## config.mk

```make
export PLATFORM = sky130hd
export DESIGN_NAME = uart_rx_deser
export DESIGN_NICKNAME = d
export VERILOG_FILES = /design/src/rtl/uart_pkg.sv /design/src/rtl/uart_sync_bit.sv /design/src/rtl/uart_rx_deser.sv
export SDC_FILE = /design/constraint.sdc
export NUM_CORES = 1
export LEC_CHECK = 0
export CAP_MARGIN = 15
export CORE_UTILIZATION = 50
export DETAILED_ROUTE_END_ITERATION = 16
export HOLD_SLACK_MARGIN = 0.03
export PLACE_DENSITY = 0.84
export SYNTH_ARGS = -nofsm -noshare
export SYNTH_HDL_FRONTEND = slang
export SYNTH_SLANG_ARGS = --single-unit
```

## constraint.sdc

```tcl
create_clock -name UARTCLK -period 3.43 [get_ports UARTCLK]
set_clock_uncertainty 0.1 [all_clocks]
set_input_delay 0.5145 -clock UARTCLK [delete_from_list [all_inputs] [get_ports UARTCLK]]
set_output_delay 0.5145 -clock UARTCLK [all_outputs]
set_load 0.03 [all_outputs]
```

## src/rtl/uart_pkg.sv

```systemverilog
// Shared UART types and constants: receiver state encoding, word-length
// codes, receive-word field positions and oversampling defaults.
package uart_pkg;

  typedef enum logic [2:0] {
    RX_IDLE,
    RX_START,
    RX_DATA,
    RX_PARITY,
    RX_STOP,
    RX_WAIT_HIGH
  } rx_state_t;

  localparam logic [1:0] WLEN_5 = 2'b00;
  localparam logic [1:0] WLEN_6 = 2'b01;
  localparam logic [1:0] WLEN_7 = 2'b10;
  localparam logic [1:0] WLEN_8 = 2'b11;

  // Status bit positions inside the 11-bit receive word.
  localparam int RX_BE_BIT = 10;
  localparam int RX_PE_BIT = 9;
  localparam int RX_FE_BIT = 8;

  localparam int UART_OVERSAMPLE = 16;
  localparam int UART_MID_SAMPLE = UART_OVERSAMPLE / 2;

  // Index of the last data bit for a given word-length code.
  function automatic logic [2:0] last_data_idx(input logic [1:0] wlen);
    case (wlen)
      WLEN_5:  return 3'd4;
      WLEN_6:  return 3'd5;
      WLEN_7:  return 3'd6;
      WLEN_8:  return 3'd7;
      default: return 3'd7;
    endcase
  endfunction

endpackage

```

## src/rtl/uart_sync_bit.sv

```systemverilog
// N-flop synchronizer for an asynchronous level input. Resets to 1 so an
// idle-high line (or inactive-high modem input) does not glitch out of reset.
module uart_sync_bit #(
  parameter int STAGES = 2
) (
  input  logic clk,
  input  logic rst_n,
  input  logic d,
  output logic q
);

  logic [STAGES-1:0] ff;

  // Shift the raw input through the flop chain; oldest sample is the output.
  always_ff @(posedge clk) begin
    // NOTE: sequential state uses non-blocking assignments so every flop
    // samples the pre-edge value of its neighbour.
    if (!rst_n) ff <= '1;
    else        ff <= {ff[STAGES-2:0], d};
  end

  assign q = ff[STAGES-1];

endmodule

```

## src/rtl/uart_rx_deser.sv

```systemverilog
// UART receive deserializer: oversamples the synchronized serial line,
// assembles 5-8 bit characters with optional parity and pushes
// {BE, PE, FE, data} to the RX FIFO once per frame.
module uart_rx_deser
  import uart_pkg::*;
#(
  parameter int SYNC_STAGES = 2,
  parameter int OVERSAMPLE  = UART_OVERSAMPLE
) (
  input  logic        UARTCLK,
  input  logic        nUARTRST,
  input  logic        baud16_tick,
  input  logic        rx_en,
  input  logic        UARTRXD,
  input  logic [1:0]  wlen,
  input  logic        pen,
  input  logic        eps,
  input  logic        sps,
  output logic [10:0] rx_word,
  output logic        rx_push,
  output logic        rx_busy
);

  localparam int CNT_W = $clog2(OVERSAMPLE);
  localparam logic [CNT_W-1:0] MID_LAST = CNT_W'(OVERSAMPLE / 2 - 1);
  localparam logic [CNT_W-1:0] BIT_LAST = CNT_W'(OVERSAMPLE - 1);

  logic             rxd_s;
  rx_state_t        state, state_nx;
  logic [CNT_W-1:0] tick_cnt, tick_nx;
  logic [2:0]       bit_cnt, bit_nx;
  logic [7:0]       data, data_nx;
  logic             par_bit, par_nx;
  logic             pe, pe_nx;
  logic [10:0]      word_nx;
  logic             push_nx;
  logic             exp_par;
  logic             brk;

  uart_sync_bit #(.STAGES(SYNC_STAGES)) u_sync (
    .clk   (UARTCLK),
    .rst_n (nUARTRST),
    .d     (UARTRXD),
    .q     (rxd_s)
  );

  // Unreceived high data bits are zero, so XOR over all eight is the data parity.
  assign exp_par = sps ? ~eps : (eps ? ^data : ~(^data));
  // A break is an all-zero character with zero parity (if any) and zero stop.
  assign brk     = (data == 8'h00) && !rxd_s && (!pen || !par_bit);
  assign rx_busy = (state == RX_START) || (state == RX_DATA) ||
                   (state == RX_PARITY) || (state == RX_STOP);

  // Frame state register plus the datapath it carries.
  always_ff @(posedge UARTCLK) begin
    if (!nUARTRST) begin
      state    <= RX_IDLE;
      tick_cnt <= '0;
      bit_cnt  <= '0;
      data     <= '0;
      par_bit  <= 1'b0;
      pe       <= 1'b0;
      rx_word  <= '0;
      rx_push  <= 1'b0;
    end else begin
      state    <= state_nx;
      tick_cnt <= tick_nx;
      bit_cnt  <= bit_nx;
      data     <= data_nx;
      par_bit  <= par_nx;
      pe       <= pe_nx;
      rx_word  <= word_nx;
      rx_push  <= push_nx;
    end
  end

  // Next-state, sampling and push decisions; all progress is gated by the tick.
  always_comb begin
    // NOTE: every signal driven here gets a default first so no latch is inferred.
    state_nx = state;
    tick_nx  = tick_cnt;
    bit_nx   = bit_cnt;
    data_nx  = data;
    par_nx   = par_bit;
    pe_nx    = pe;
    word_nx  = rx_word;
    push_nx  = 1'b0;

    if (state != RX_IDLE && !rx_en) begin
      state_nx = RX_IDLE;
      tick_nx  = '0;
      bit_nx   = '0;
    end else if (baud16_tick) begin
      case (state)
        RX_IDLE: begin
          tick_nx = '0;
          if (rx_en && !rxd_s) state_nx = RX_START;
        end
        RX_START: begin
          if (tick_cnt == MID_LAST) begin
            tick_nx = '0;
            if (rxd_s) begin
              state_nx = RX_IDLE;
            end else begin
              state_nx = RX_DATA;
              bit_nx   = '0;
              data_nx  = '0;
              par_nx   = 1'b0;
              pe_nx    = 1'b0;
            end
          end else begin
            tick_nx = tick_cnt + 1'b1;
          end
        end
        RX_DATA: begin
          if (tick_cnt == BIT_LAST) begin
            tick_nx          = '0;
            data_nx[bit_cnt] = rxd_s;
            if (bit_cnt == last_data_idx(wlen)) begin
              bit_nx   = '0;
              state_nx = pen ? RX_PARITY : RX_STOP;
            end else begin
              bit_nx = bit_cnt + 3'd1;
            end
          end else begin
            tick_nx = tick_cnt + 1'b1;
          end
        end
        RX_PARITY: begin
          if (tick_cnt == BIT_LAST) begin
            tick_nx  = '0;
            par_nx   = rxd_s;
            pe_nx    = (rxd_s != exp_par);
            state_nx = RX_STOP;
          end else begin
            tick_nx = tick_cnt + 1'b1;
          end
        end
        RX_STOP: begin
          if (tick_cnt == BIT_LAST) begin
            tick_nx = '0;
            push_nx = 1'b1;
            word_nx = '0;
            if (brk) begin
              word_nx[RX_BE_BIT] = 1'b1;
            end else begin
              word_nx[7:0]       = data;
              word_nx[RX_PE_BIT] = pe;
              word_nx[RX_FE_BIT] = ~rxd_s;
            end
            state_nx = rxd_s ? RX_IDLE : RX_WAIT_HIGH;
          end else begin
            tick_nx = tick_cnt + 1'b1;
          end
        end
        RX_WAIT_HIGH: begin
          if (rxd_s) state_nx = RX_IDLE;
        end
        default: state_nx = RX_IDLE;
      endcase
    end
  end

endmodule

```

== Yosys cells after proc, flatten, opt, wreduce, memory -nomap -nowiden ==
Cells that the tools add are included.

* Bits of input ports: 10
* Bits in read-only memories: 0
* Bits in registers: 34
* Memories: 0
* Latch bits: 0
* Bits in writable memories: 0

* Shift-type cells: 0
* Multiplexer cells: 42
* Multiply operators: 0
* Divide/modulo/power cells: 0
* Equality and inequality tests: 20
* Magnitude comparators: 2
* Reduce and logical (&&, ||, !) cells: 30
* Bitwise gates (word level): 7
* Add/sub/neg operators: 2

{| class="wikitable"
|+ Operator list
! operator !! count
|-
| 3-bit 2-to-1 mux || 17
|-
| 8-bit 2-to-1 mux || 3
|-
| 3-bit one-hot mux with 6 select lines || 1
|-
| 8-bit one-hot mux with 2 select lines || 1
|-
| 2-bit by 1-bit != test with 1-bit output (second input constant) || 6
|-
| 3-bit one-hot mux with 4 select lines || 1
|-
| 4-bit one-hot mux with 3 select lines || 1
|-
| 6-bit AND reduction || 2
|-
| 10-bit 2-to-1 mux || 1
|-
| 1-bit 2-to-1 mux || 9
|-
| 8-bit bitwise mux || 1
|-
| 8-bit logical NOT || 1
|-
| 4-bit 2-to-1 mux || 2
|-
| 8-bit AND reduction || 1
|-
| 8-bit parity || 1
|-
| 1-bit NOT || 7
|-
| 3-bit by 2-bit == test with 1-bit output (second input constant) || 2
|-
| 3-bit == test (second input constant) || 2
|-
| 3-bit one-hot mux with 2 select lines || 1
|-
| 3-bit nonzero test || 2
|-
| 1-bit logical AND || 5
|-
| 5-bit AND reduction || 1
|-
| 4-bit by 1-bit adder with 4-bit output (second input constant) || 1
|-
| 2-bit == test (second input constant) || 2
|-
| other kinds (23) || 32
|}

== Longest topological paths before layout ==
* Word-level depth: 10
* Depth in mapped cells: 8
* Gate-level depth less buffers: 7

== Hierarchy ==
Synthesis repeated with hierarchy kept, for this count alone.

* Cell total of the unflattened synthesis: 220
* Area total of the unflattened synthesis: 1783.0 um2

{| class="wikitable"
|+ By module, submodules not included
! module !! seq. area each (um2) !! instances !! area an instance (um2) !! cells each
|-
| uart_rx_deser || 640.6 || 1 || 1730.4 || 216
|-
| uart_sync_bit || 40.0 || 1 || 52.6 || 4
|}

== Worst setup path after synthesis ==
No wires, ideal clock.

* Path type: flip-flop to output port
* Start: register state[0]
* End: output rx_busy
* Slack: 1.485 ns
* Required time: 2.816 ns
* Arrival: 1.330 ns
* Cell stages (with the launch flop): 5
* Cells stage by stage: dfxtp_1 buf_6 or2_2 nand2_1 nor2b_1

* Word-level cells in the longest chain between the ends: 4
* Elaborated cells between the ends (all ways): 7
* Classes of those cells: 4 x eq/ne; 3 x reduce/logical

{| class="wikitable"
|+ Ends and longest elaborated chain
! what !! RTL line !! RTL
|-
| start, declared || uart_rx_deser.sv:29 || <nowiki>rx_state_t state, state_nx;</nowiki>
|-
| start signal, assigned || uart_rx_deser.sv:66 || <nowiki>state <= state_nx;</nowiki>
|-
| 3-bit by 1-bit == test with 1-bit output / 3-bit by 2-bit == test with 1-bit output (equally long branches) || uart_rx_deser.sv:51 || <nowiki>assign rx_busy = (state == RX_START) || (state == RX_DATA) ||</nowiki>
|-
| 1-bit logical OR (2 in a row) || uart_rx_deser.sv:51 ||
|-
| 1-bit logical OR (*) || uart_rx_deser.sv:52 || <nowiki>(state == RX_PARITY) || (state == RX_STOP);</nowiki>
|-
| end, declared || uart_rx_deser.sv:21 || <nowiki>output logic rx_busy</nowiki>
|}

Mark *: on every way between the ends. The rest lies on a longest branch, timed or not.

== Worst setup path after layout ==
* Start: register state[1]
* End: output rx_busy

Same word-level chain as after synthesis.

==> reports/qor.txt <==
cell count after synthesis: 224
Register-to-Register Setup Slack: 1140 ps
total via count in the routed design: 1658
DR DRC count: 0
Resize count post-CTS: 0
family with the most delay on the worst path: simple AND/OR/NAND/NOR gates
post-synth cell types: 51
Mapped Avg Cell Area: 8.373 um2
Die Width: 63.25 um
Pleak: 0.7877 nW
crit-path max cell delay: 690 ps
total wire length: 3808 um
number of hold-slack violations in the final timing report: 0
share of the yosys chip area belonging to registers: 36.29%
minimum clock period: 2809 ps
capturing point of the worst reg2reg path: data[2]$_SDFFE_PN0P_
detailed router's first-iteration violation count: 100
detailed-route wire length per cell: 13.27 um
global-route wire length before repair: 6693 um
Ys Warns: 0
fraction of synthesis flops using an asynchronous set or reset pin: 0%
GRT Residual Overflow: 0
required arrival time at the worst endpoint: 2820 ps
Total Nets Final: 257
height of the chip: 63.25 um
number of global-route vias before repair: 1483
Least-Margin Pin Slew: 651.0 ps
critical path depth: 4
number of placed I/O pins: 23
number of sinks on the clock net: 34
design area: 0.002176 mm2
post-synthesis register bit count: 34
cell area power density: 370.0 mW/mm2
sum of buffers and inverters on the critical path: 1
CP Capture Type: output pin
fraction of layout instances using a drive strength above 1: 8.714%
number of slew-limit violations in the final report: 0
# setup viols final: 0
Vias per Instance: 5.777
PortBufs: 22
clock tree from TritonCTS: done
cell row count: 21
layout overhead on the synthesized area: 16.01%
setup tns final: 0 ps
slowest cell on the critical path: clkdlybuf4s50_1
ordered cell list for the critical path: or2_2 -> nand2_1 -> nor2b_1 -> clkdlybuf4s50_1
number of search-and-repair iterations in the first detailed-routing pass: 4
all-layer global routing usage: 21.19%
starting density of the core: 54.08%
maximum frequency from static timing analysis: 355.9 MHz
Post-DP Area: 0.002097 mm2
Primary FF master, synth: dfxtp_1
timing endpoint of the critical path: rx_busy
area of the die: 0.004000 mm2
number of antenna violations at the first check in global routing: 0
Hold WC Path Type: flop to flop
number of diodes added for antenna fixing: 0
unrepaired setup endpoints after global routing: no
CP Data Arrival Time: 2190 ps
Clk pin slew, worst setup/hold paths: 70 ps
max-capacitance violation count: 0
CP startpoint: state[1]$_SDFFE_PP0P_
Tcrit/Tclk final: 81.91%
number of buffers on the longest clock path: 2
Slew HR: 56.31%
netlist area before placement: 0.001876 mm2
core outline area: 0.003468 mm2
clk root buf: clkbuf_8
clock latency at the later pin of the worst-skew pair: 290 ps
number of enable-type register cells in the synthesized netlist: 0
maximum number of pins on one net before global-route repair: 20
Crit Path Class: flop to output pin
# hold bufs at CTS: 0
Worst Setup Start Kind: flop
net count after synthesis: 240
setup fix buffers added after clock tree synthesis: 0
Detail Route Antenna Nets: 0
weighted congestion reported at the end of routability-driven placement: 0.8286
run status: completed
Max VDD drop: 0.3213 mV
Detailed Place HPWL: 2776 um
number of buffers inserted during clock tree synthesis: 5
number of levels the H-tree was split into: 2
maximum fanout along the worst path: 19
Reg2Reg Depth: 5
worst flop-to-flop path startpoint: state[0]$_SDFFE_PP0P_
==> cells in the mapped netlist, drive strengths merged, types with 6 or more instances <==
| cell | n | area, um2 |
|---|---|---|
| nand2 | 21 | 78.83 |
| nor2 | 19 | 71.32 |
| dfxtp | 34 | 680.7 |
| a22oi | 9 | 67.56 |
| ha | 6 | 75.07 |
| o21ai | 12 | 60.06 |
| a21oi | 16 | 80.08 |
| clkbuf | 6 | 22.52 |
| inv | 12 | 45.04 |
| nor3 | 6 | 30.03 |
| buf | 9 | 56.30 |
| nand2b | 7 | 43.79 |
==> area by class of cell <==
cell class	instances	area, um2
well taps	46	57.56
repair buffers	25	242.7
fillers	319	1292
clock inverters	2	10.01
clock buffers	5	68.82
flip-flops and latches	34	680.7
inverters	12	45.04
multi-input cells	163	1071
==> state kept, by name, summed over array words and instances, names as in the netlist <==
signal and cells:
par_bit 1, state 3, tick_cnt 4, pe 1, rx_word 11, rx_push 1, u_sync.ff 2, data 8
bit_cnt 3
==> worst min-delay path by stage <==
stage / startpoint / end / slack, ps / cells past startpoint
floorplan: u_sync.ff[0]$_SDFF_PN1_ / u_sync.ff[1]$_SDFF_PN1_ / 290 / 1
global placement: u_sync.ff[0]$_SDFF_PN1_ / u_sync.ff[1]$_SDFF_PN1_ / 290 / 1
detailed placement: u_sync.ff[0]$_SDFF_PN1_ / u_sync.ff[1]$_SDFF_PN1_ / 300 / 1
CTS: u_sync.ff[0]$_SDFF_PN1_ / u_sync.ff[1]$_SDFF_PN1_ / 320 / 1
global route: u_sync.ff[0]$_SDFF_PN1_ / u_sync.ff[1]$_SDFF_PN1_ / 350 / 1
finish: u_sync.ff[0]$_SDFF_PN1_ / u_sync.ff[1]$_SDFF_PN1_ / 320 / 1
==> power breakdown <==
group          leakage, nW  switching, mW  internal (mW)
Combinational        0.469         0.0571         0.0489
Clock               0.0438          0.141          0.136
Sequential           0.275         0.0204          0.402
Total                0.788          0.219          0.587
==> cells by family (layout without fill, tap and decap cells) <==
kind of cell               Yosys count  after routing  share of synthesized area, %
buffers and inverters               27             44                         6.604
adders and majority gates            7              7                         4.536
muxes                                1              1                        0.5337
DFF                                 34             34                         36.29
xor gates and xnor gates            10             10                         4.670
and+or+nand+nor                     81             81                         22.88
AOI/OAI and AO/OA                   64             64                         24.48
==> layer usage <==
metal  part of all wire, %  GRT usage (%)  routed length (um)
met1                    47          27.93                1772
met2                    47          32.80                1779
met3                   4.9          5.435                 188
met4                   1.8          8.523                  68
met5                     0              0                   0
==> stage by stage <==
stage	util [%]	cells	setup WS (ps)	hold WS (ps)	power (mW)
after floorplan	-	224	1485	286.3	0.5064
after global placement	60.46	280	978.3	292.3	0.5336
after detailed placement	60.46	280	914.6	304.9	0.5348
after CTS	62.73	287	621.7	320.3	0.8111
after global routing	62.73	287	490.9	348.5	0.8463
final	62.73	287	620.6	318.7	0.8051
==> cell usage in the layout, fill, tap and decap left out, types with 3 or more instances in the layout <==
cell type,synthesis,final
buf_4,0,3
xor2_1,5,5
nand2b_1,7,7
inv_1,12,12
a22oi_1,9,9
o32ai_1,3,3
nor2b_1,5,5
nand3_1,5,5
nor3_1,6,6
o21a_1,3,3
xnor2_1,5,5
clkdlybuf4s50_1,0,22
o211ai_1,5,5
a21oi_1,16,16
nand2_1,21,21
dfxtp_1,34,34
or3_1,3,3
ha_1,6,6
clkbuf_8,0,5
nor2_1,19,19
o21ai_0,10,10
Note: power is estimated with default switching activity, not from simulation.
